`config.mk`:
```
export PLATFORM = sky130hd
export DESIGN_NAME = sensor_rx
export DESIGN_NICKNAME = d
export VERILOG_FILES = /design/src/rtl/sensor_rx.sv
export SDC_FILE = /design/constraint.sdc
export NUM_CORES = 1
export LEC_CHECK = 0
export CAP_MARGIN = 20
export CORE_UTILIZATION = 48
export DETAILED_ROUTE_END_ITERATION = 10
export PLACE_DENSITY = 0.86
export SYNTH_ARGS = -nofsm -noshare
export SYNTH_HDL_FRONTEND = slang
export SYNTH_SLANG_ARGS = --single-unit
```
`constraint.sdc`:
```
create_clock -name clk -period 2.2 [get_ports clk]
set_input_delay 0.44 -clock clk [delete_from_list [all_inputs] [get_ports clk]]
set_output_delay 0.44 -clock clk [all_outputs]
set_load 0.01 [all_outputs]
```
`src/rtl/sensor_rx.sv`:
```
// Sensor serial link receiver: deserialises LSB-first header/data/parity frames,
// flags header, parity and short-frame errors, and counts good and bad frames.
module sensor_rx #(
  parameter int         DATA_W = 8,
  parameter logic [2:0] HDR    = 3'b101,
  parameter int         CNT_W  = 16
) (
  input  logic              clk,
  input  logic              reset,
  input  logic              data_in,
  input  logic              data_valid,
  output logic [DATA_W-1:0] rx_data,
  output logic              rx_strobe,
  output logic              parity_err,
  output logic              sync_err,
  output logic              short_err,
  output logic [CNT_W-1:0]  good_count,
  output logic [CNT_W-1:0]  err_count
);

  localparam int SR_W  = DATA_W + 3;
  localparam int IDX_W = $clog2(DATA_W + 4);
  localparam logic [IDX_W-1:0] LAST_HDR  = IDX_W'(2);
  localparam logic [IDX_W-1:0] LAST_DATA = IDX_W'(DATA_W + 2);

  typedef enum logic [2:0] {
    S_IDLE,
    S_HDR,
    S_DATA,
    S_PAR,
    S_DRAIN
  } state_t;

  state_t            state_q, state_d;
  logic [IDX_W-1:0]  idx_q, idx_d;
  logic [SR_W-1:0]   sr_q, sr_d;
  logic [DATA_W-1:0] data_q, data_d;
  logic              strobe_q, strobe_d;
  logic              perr_q, perr_d;
  logic              serr_q, serr_d;
  logic              short_q, short_d;
  logic [CNT_W-1:0]  good_q, good_d;
  logic [CNT_W-1:0]  err_q, err_d;
  logic              abort;

  assign abort = (state_q inside {S_HDR, S_DATA, S_PAR}) && !data_valid;

  always_comb begin
    state_d  = state_q;
    idx_d    = idx_q;
    sr_d     = sr_q;
    data_d   = data_q;
    strobe_d = 1'b0;
    perr_d   = 1'b0;
    serr_d   = 1'b0;
    short_d  = 1'b0;

    if (abort) begin
      short_d = 1'b1;
      idx_d   = '0;
      state_d = S_IDLE;
    end else begin
      unique case (state_q)
        S_IDLE: begin
          if (data_valid) begin
            sr_d[0] = data_in;
            idx_d   = IDX_W'(1);
            state_d = S_HDR;
          end
        end
        S_HDR: begin
          sr_d[idx_q] = data_in;
          idx_d       = idx_q + IDX_W'(1);
          // The header is judged on the edge that brings in its last bit.
          if (idx_q == LAST_HDR) begin
            if (sr_d[2:0] != HDR) begin
              serr_d  = 1'b1;
              state_d = S_DRAIN;
            end else begin
              state_d = S_DATA;
            end
          end
        end
        S_DATA: begin
          sr_d[idx_q] = data_in;
          idx_d       = idx_q + IDX_W'(1);
          if (idx_q == LAST_DATA) state_d = S_PAR;
        end
        S_PAR: begin
          if (data_in == ^sr_q[SR_W-1:3]) begin
            data_d   = sr_q[SR_W-1:3];
            strobe_d = 1'b1;
          end else begin
            perr_d = 1'b1;
          end
          idx_d   = '0;
          state_d = S_DRAIN;
        end
        S_DRAIN: begin
          if (!data_valid) state_d = S_IDLE;
        end
        default: state_d = S_IDLE;
      endcase
    end

    good_d = strobe_d ? good_q + CNT_W'(1) : good_q;
    err_d  = (perr_d || serr_d || short_d) ? err_q + CNT_W'(1) : err_q;
  end

  always_ff @(posedge clk or negedge reset) begin
    if (!reset) begin
      state_q  <= S_IDLE;
      idx_q    <= '0;
      sr_q     <= '0;
      data_q   <= '0;
      strobe_q <= 1'b0;
      perr_q   <= 1'b0;
      serr_q   <= 1'b0;
      short_q  <= 1'b0;
      good_q   <= '0;
      err_q    <= '0;
    end else begin
      state_q  <= state_d;
      idx_q    <= idx_d;
      sr_q     <= sr_d;
      data_q   <= data_d;
      strobe_q <= strobe_d;
      perr_q   <= perr_d;
      serr_q   <= serr_d;
      short_q  <= short_d;
      good_q   <= good_d;
      err_q    <= err_d;
    end
  end

  assign rx_data    = data_q;
  assign rx_strobe  = strobe_q;
  assign parity_err = perr_q;
  assign sync_err   = serr_q;
  assign short_err  = short_q;
  assign good_count = good_q;
  assign err_count  = err_q;

endmodule

```
# [After elaboration in Yosys (flattened, before gate mapping)]
# Cells that the tools add are included.
[word_totals] out_inout_bits=44 word_cells=72 reg_bits=62
[classes] n_lt_le_gt_ge=2 n_addsub=3 reduce_logical=16 n_eq_ne=13 mux=26 bitwise_logic=1
[ops] op="adder 16 x 1 -> 16 bit, second input constant" count=2
[ops] op="2-to-1 mux 3 bit" count=6
[ops] op="case mux 3 bit (5 select lines)" count=1
[ops] op="2-to-1 mux 1 bit" count=13
[ops] op="case mux 4 bit (3 select lines)" count=1
[ops] op="bitwise mux 11 bit" count=1
[ops] op="inequality test 3 bit, second input constant" count=3
[ops] op="2-to-1 mux 4 bit" count=2
[ops] op="XOR reduction 8 bit" count=1
[ops] op="== test 3 x 2 -> 1 bit, second input constant" count=2
[ops] op="inequality test 3 x 2 -> 1 bit, second input constant" count=2
[ops] op="AND reduction 3 bit" count=2
[ops] op="< comparator 4 x 5 -> 1 bit, second input constant" count=1
[ops] op="adder 4 x 1 -> 4 bit, second input constant" count=1
[ops] op="demux 1 bit (select 4 bit)" count=1
[ops] op="== test 4 x 2 -> 1 bit, second input constant" count=1
[ops] op="== test 4 bit, second input constant" count=1
[ops] op="greater-or-equal comparator 4 x 1 -> 1 bit, second input constant" count=1
[ops] op="AND reduction 2 bit" count=2
[ops] op="AND reduction 4 bit" count=1
[ops] op="nonzero test 4 bit" count=1
[ops] op="== test 3 x 1 -> 1 bit, second input constant" count=1
[ops] op="== test 3 bit, second input constant" count=1
[ops] op="zero test 3 bit" count=1
[ops] op="10 further kinds" count=12

# [Logic depth before layout (Yosys ltp)]
[depth] ltp_word=12 mapped_depth=8 ltp_nobuf=8

# [Worst setup path after synthesis]
# Ideal clock, no wire load.
[synth_timing] path_kind="reg-to-reg" startpoint="register idx_q[0]" endpoint="register err_q[1] (netlist: err_count[1])" t_arrival_ns=2.247 required_ns=2.072 stages_incl_launch_ff=8 path_slack_ns=-0.175 setup_ns=0.128 cell_sequence="dfrtp_1 -> inv_1 -> ha_1 -> or3b_4 -> a221o_1 -> a31oi_1 -> a21boi_4 -> mux2_1"
[synth_via] elab_chain_cells=12
[synth_rtl] element="start, declared" line_no="35" source="logic [IDX_W-1:0] idx_q, idx_d;"
[synth_rtl] element="start signal, assigned" line_no="124" source="idx_q <= idx_d;"
[synth_rtl] element="< comparator 4 x 5 -> 1 bit (implied by the code) / greater-or-equal comparator 4 x 1 -> 1 bit (equally long branches)" line_no="72" source="sr_d[idx_q] = data_in;"
[synth_rtl] element="logical AND 1 bit (implied by the code)" line_no="72"
[synth_rtl] element="2-to-1 mux 1 bit (implied by the code)" line_no="72"
[synth_rtl] element="demux 1 bit (select 4 bit)" line_no="72"
[synth_rtl] element="bitwise mux 11 bit" line_no="72"
[synth_rtl] element="inequality test 3 bit" line_no="76" source="if (sr_d[2:0] != HDR) begin"
[synth_rtl] element="2-to-1 mux 1 bit" line_no="76"
[synth_rtl] element="2-to-1 mux 1 bit (*)" line_no="75" source="if (idx_q == LAST_HDR) begin"
[synth_rtl] element="2-to-1 mux 1 bit (*)" line_no="63" source="unique case (state_q)"
[synth_rtl] element="2-to-1 mux 1 bit (*)" line_no="58" source="if (abort) begin"
[synth_rtl] element="logical OR 1 bit (*) (2 in series)" line_no="107" source="err_d = (perr_d || serr_d || short_d) ? err_q + CNT_W'(1) : err_q;"
[synth_rtl] element="end signal, assigned" line_no="132" source="err_q <= err_d;"
[synth_rtl] element="end, declared" line_no="43" source="logic [CNT_W-1:0] err_q, err_d;"
# Every way passes the cells marked *; elsewhere a longest branch is shown, timed or not.
# A chain may end at the register's enable or synchronous reset.

# [Worst setup path after layout]
[layout_timing] startpoint="register sr_q[5]" endpoint="register good_q[5] (netlist: good_count[5])"
[layout_via] elab_chain_cells=5
[layout_rtl] element="start, declared" line_no="36" source="logic [SR_W-1:0] sr_q, sr_d;"
[layout_rtl] element="start signal, assigned" line_no="125" source="sr_q <= sr_d;"
[layout_rtl] element="XOR reduction 8 bit" line_no="90" source="if (data_in == ^sr_q[SR_W-1:3]) begin"
[layout_rtl] element="== test 1 bit" line_no="90"
[layout_rtl] element="2-to-1 mux 1 bit" line_no="90"
[layout_rtl] element="2-to-1 mux 1 bit" line_no="63"
[layout_rtl] element="2-to-1 mux 1 bit" line_no="58"
[layout_rtl] element="end signal, assigned" line_no="131" source="good_q <= good_d;"
[layout_rtl] element="end, declared" line_no="42" source="logic [CNT_W-1:0] good_q, good_d;"
# No other way between the ends.

==> metrics <==
Skew-Pair Late Insertion Delay=approximately 0.34 ns; Via density=5.42; Clock Path Buffers=2; worst-path maximum fanout=6; DP Cell Count=420; P&R area growth vs syn=41.3%; Crit path buffers/inverters=2; crit-path cells=xor2_1, xnor3_2, xnor2_4, buf_6, buf_6, nor3_4, and3_4, xor2_1; overall die area=~6500 sq um; pwr/cell area=931 nW/um^2; Synth Warn #=0; first-pass GRT wire length=11,700 um; TritonCTS clock tree=built; CTS buffer count=9; n_diodes=0; placeable core area=approximately 5900 sq um; Hold WC Path Type=input port to asynchronous set/reset pin; H-tree depth=3; number of synthesized flops with an enable pin=0; flop-to-flop setup slack=-0.18 ns; Worst Reg2Reg Path Length in Cells=8; CTS Root Cell=clkbuf_8; initial DRC count=86; minimum clock period=around 2.4 ns; Seq/Total Area, Yosys=a little over half; Netlist Area Pre-Place=2950 sq um; P_leak=0.00190 uW; total wire length=between 6000 and 7000 um; Slew HR=between 60% and 70%; per-cell routed wire length=roughly 16 um; Worst R2R Start=sr_q[5]; final core utilization=just over 70%; post-DP HPWL=4640 um; gpl congestion=0.912; Initial Util=49.9%; Setup-failing EPs final=16; final setup margin=-0.180 ns; gr ovfl total=0; Main synth FF type=dfrtp_1; DRC viols=0; f_max=roughly 420 MHz; CP Launch Type=register; Worst Clk Skew=~0.0073 ns; RSZ-0062 raised after global routing=true; fillers=about 400; Critical Path RT=approximately 2.5 ns; Async SR Flop Fraction=100%; final antenna-violating net count=0; GRT Util Overall=between 20% and 30%; VDD IR max=between 0.0005 and 0.0006 V; Cell variety after synth=38; vias in the first global route=around 2.5k; Worst Setup End Kind=register; R2R Path End=good_count[5]; Avg Cell Area, Syn=approximately 11 sq um; family with the most delay on the worst path=XOR/XNOR gates; post-place setup slack=-0.320 ns; final non-filler cell total=approximately 440; I/O pins=48; CP Data Arrival Time=between 2 and 3 ns; Vias=around 2.4k; crit path max-delay cell type=xnor3_2; worst hold slack=roughly 0.089 ns; largest net degree at the start of global routing=63; worst slew pin tran=roughly 0.47 ns; Gate Count Post-Synth=about 270; Slew Limit Fails=0; row count=28; Hold Fails Final Rpt=0; count of input and output buffers=47; Clock Sink Count=62; Syn Nets=277; initial antenna violation count=0; drt pass-1 iters=4; Post-layout nets=369; clock transition at the registers of the reported paths=about 0.070 ns; CP Class=register to register; die height=just over 80 um; synthesized flop and latch total=62; slowest stage delay, CP=about 0.50 ns; failing checks=negative setup slack; number of max-cap violations=0; Final Cycle Share=108%; share of layout cells above drive strength 1=between 20 and 30%; run status=complete, but fails checks; die width=slightly above 80 um
[cells by family after synthesis]
family,after synthesis,share of synthesized area (%)
and+or+nand+nor,103,17.8
DFF,62,52.6
xor gates and xnor gates,37,11.4
AOI/OAI and AO/OA,22,4.75
muxes,22,8.31
buffers and inverters,14,2.25
adders and majority gates,7,2.88
[flip-flops by register name (all words and copies together) (netlist names)]
register    cells
short_err       1
rx_data         8
sr_q           11
idx_q           4
sync_err        1
err_count      16
rx_strobe       1
good_count     16
parity_err      1
state_q         3
[power breakdown]
part / switching [uW] / leakage (uW) / internal (uW)
sequential: 175 / 0.000825 / 1280
combinational: 613 / 0.000970 / 722
clock: 455 / 0.000106 / 636
total: 1240 / 0.00190 / 2640
[cell usage after synthesis, types with 2 or more instances]
cell / instances / area share (%)
dfrtp_1: 62 / 53
nand2_1: 31 / 3.9
xnor2_1: 22 / 6.5
mux2_2: 19 / 7.2
nor2_1: 18 / 2.3
xor2_1: 14 / 4.2
nor3_1: 13 / 2.2
nand4_1: 10 / 2.1
a21oi_1: 8 / 1.4
o21ai_0: 8 / 1.4
nand3_1: 7 / 1.2
ha_1: 6 / 2.5
inv_1: 6 / 0.76
nand2b_1: 5 / 1.1
clkbuf_1: 4 / 0.51
nor2b_1: 4 / 0.85
and3_1: 3 / 0.64
nor4_2: 3 / 1.3
and2_1: 2 / 0.42
buf_2: 2 / 0.34
mux2i_1: 2 / 0.68
nor3b_1: 2 / 0.51
[cells in the final DEF (no fill, tap or decap), drive strengths merged, types with 2 or more instances in the layout]
cell           count
clkinv             3
nor4               4
nand2b             5
xor2              14
ha                 6
nor2b              4
o21ai              8
inv                6
xnor2             22
mux2              20
buf               43
clkbuf            10
nand2             31
and3               3
nor3b              2
a21oi              8
dfrtp             62
mux2i              2
clkdlybuf4s50     46
bufinv             2
nand4             10
nor3              13
nor2              18
and2               3
nand3              7
[through the flow]
stage               power [uW]  instance area (sq um)  TNS, ns
finish                    3880                   4170   -0.840
global route              4070                   4170    -2.76
CTS                       3790                   4110   -0.784
detailed placement        2590                   3790    -5.57
global placement          2520                   3790    -3.18
floorplan                 2050                   2970   -0.408
[final cells by class]
type | instances | area, sq um | area share (%)
well taps | 75 | 93.8 | 2.25
inverters | 6 | 22.5 | 0.540
clock inverters | 6 | 86.3 | 2.07
flip-flops and latches | 62 | 1550 | 37.2
clock buffers | 10 | 128 | 3.06
repair buffers | 89 | 812 | 19.5
multi-input cells | 191 | 1480 | 35.4
[worst max-delay path by stage]
stage	from	end	slack, ns	depth (start not counted)
2_1_floorplan	idx_q[0]	err_count[1]	-0.12	7
3_3_place_gp	data_in	good_count[14]	-0.25	7
3_5_place_dp	data_in	good_count[14]	-0.32	7
4_1_cts	idx_q[1]	err_count[9]	-0.1	9
5_1_grt	sr_q[5]	good_count[5]	-0.24	8
6_report	sr_q[5]	good_count[5]	-0.18	8
[metal layers]
layer / vias to the layer above / wire (um) / track usage, %
met1: 1195 / 2840 / 27.6
met2: 63 / 3660 / 43.3
met4: 0 / 193 / 10.9
met5: - / 0 / 0
li1: 1103 / - / -
met3: 19 / 278 / 5.45
[what timing repair did]
item	CTS	global route
gates resized for setup	16	13
pin swaps	7	8
endpoints found under the setup margin	22	28
hold buffers	0	0
buffers inserted	3	0
Note: power is estimated with default switching activity, not from simulation.
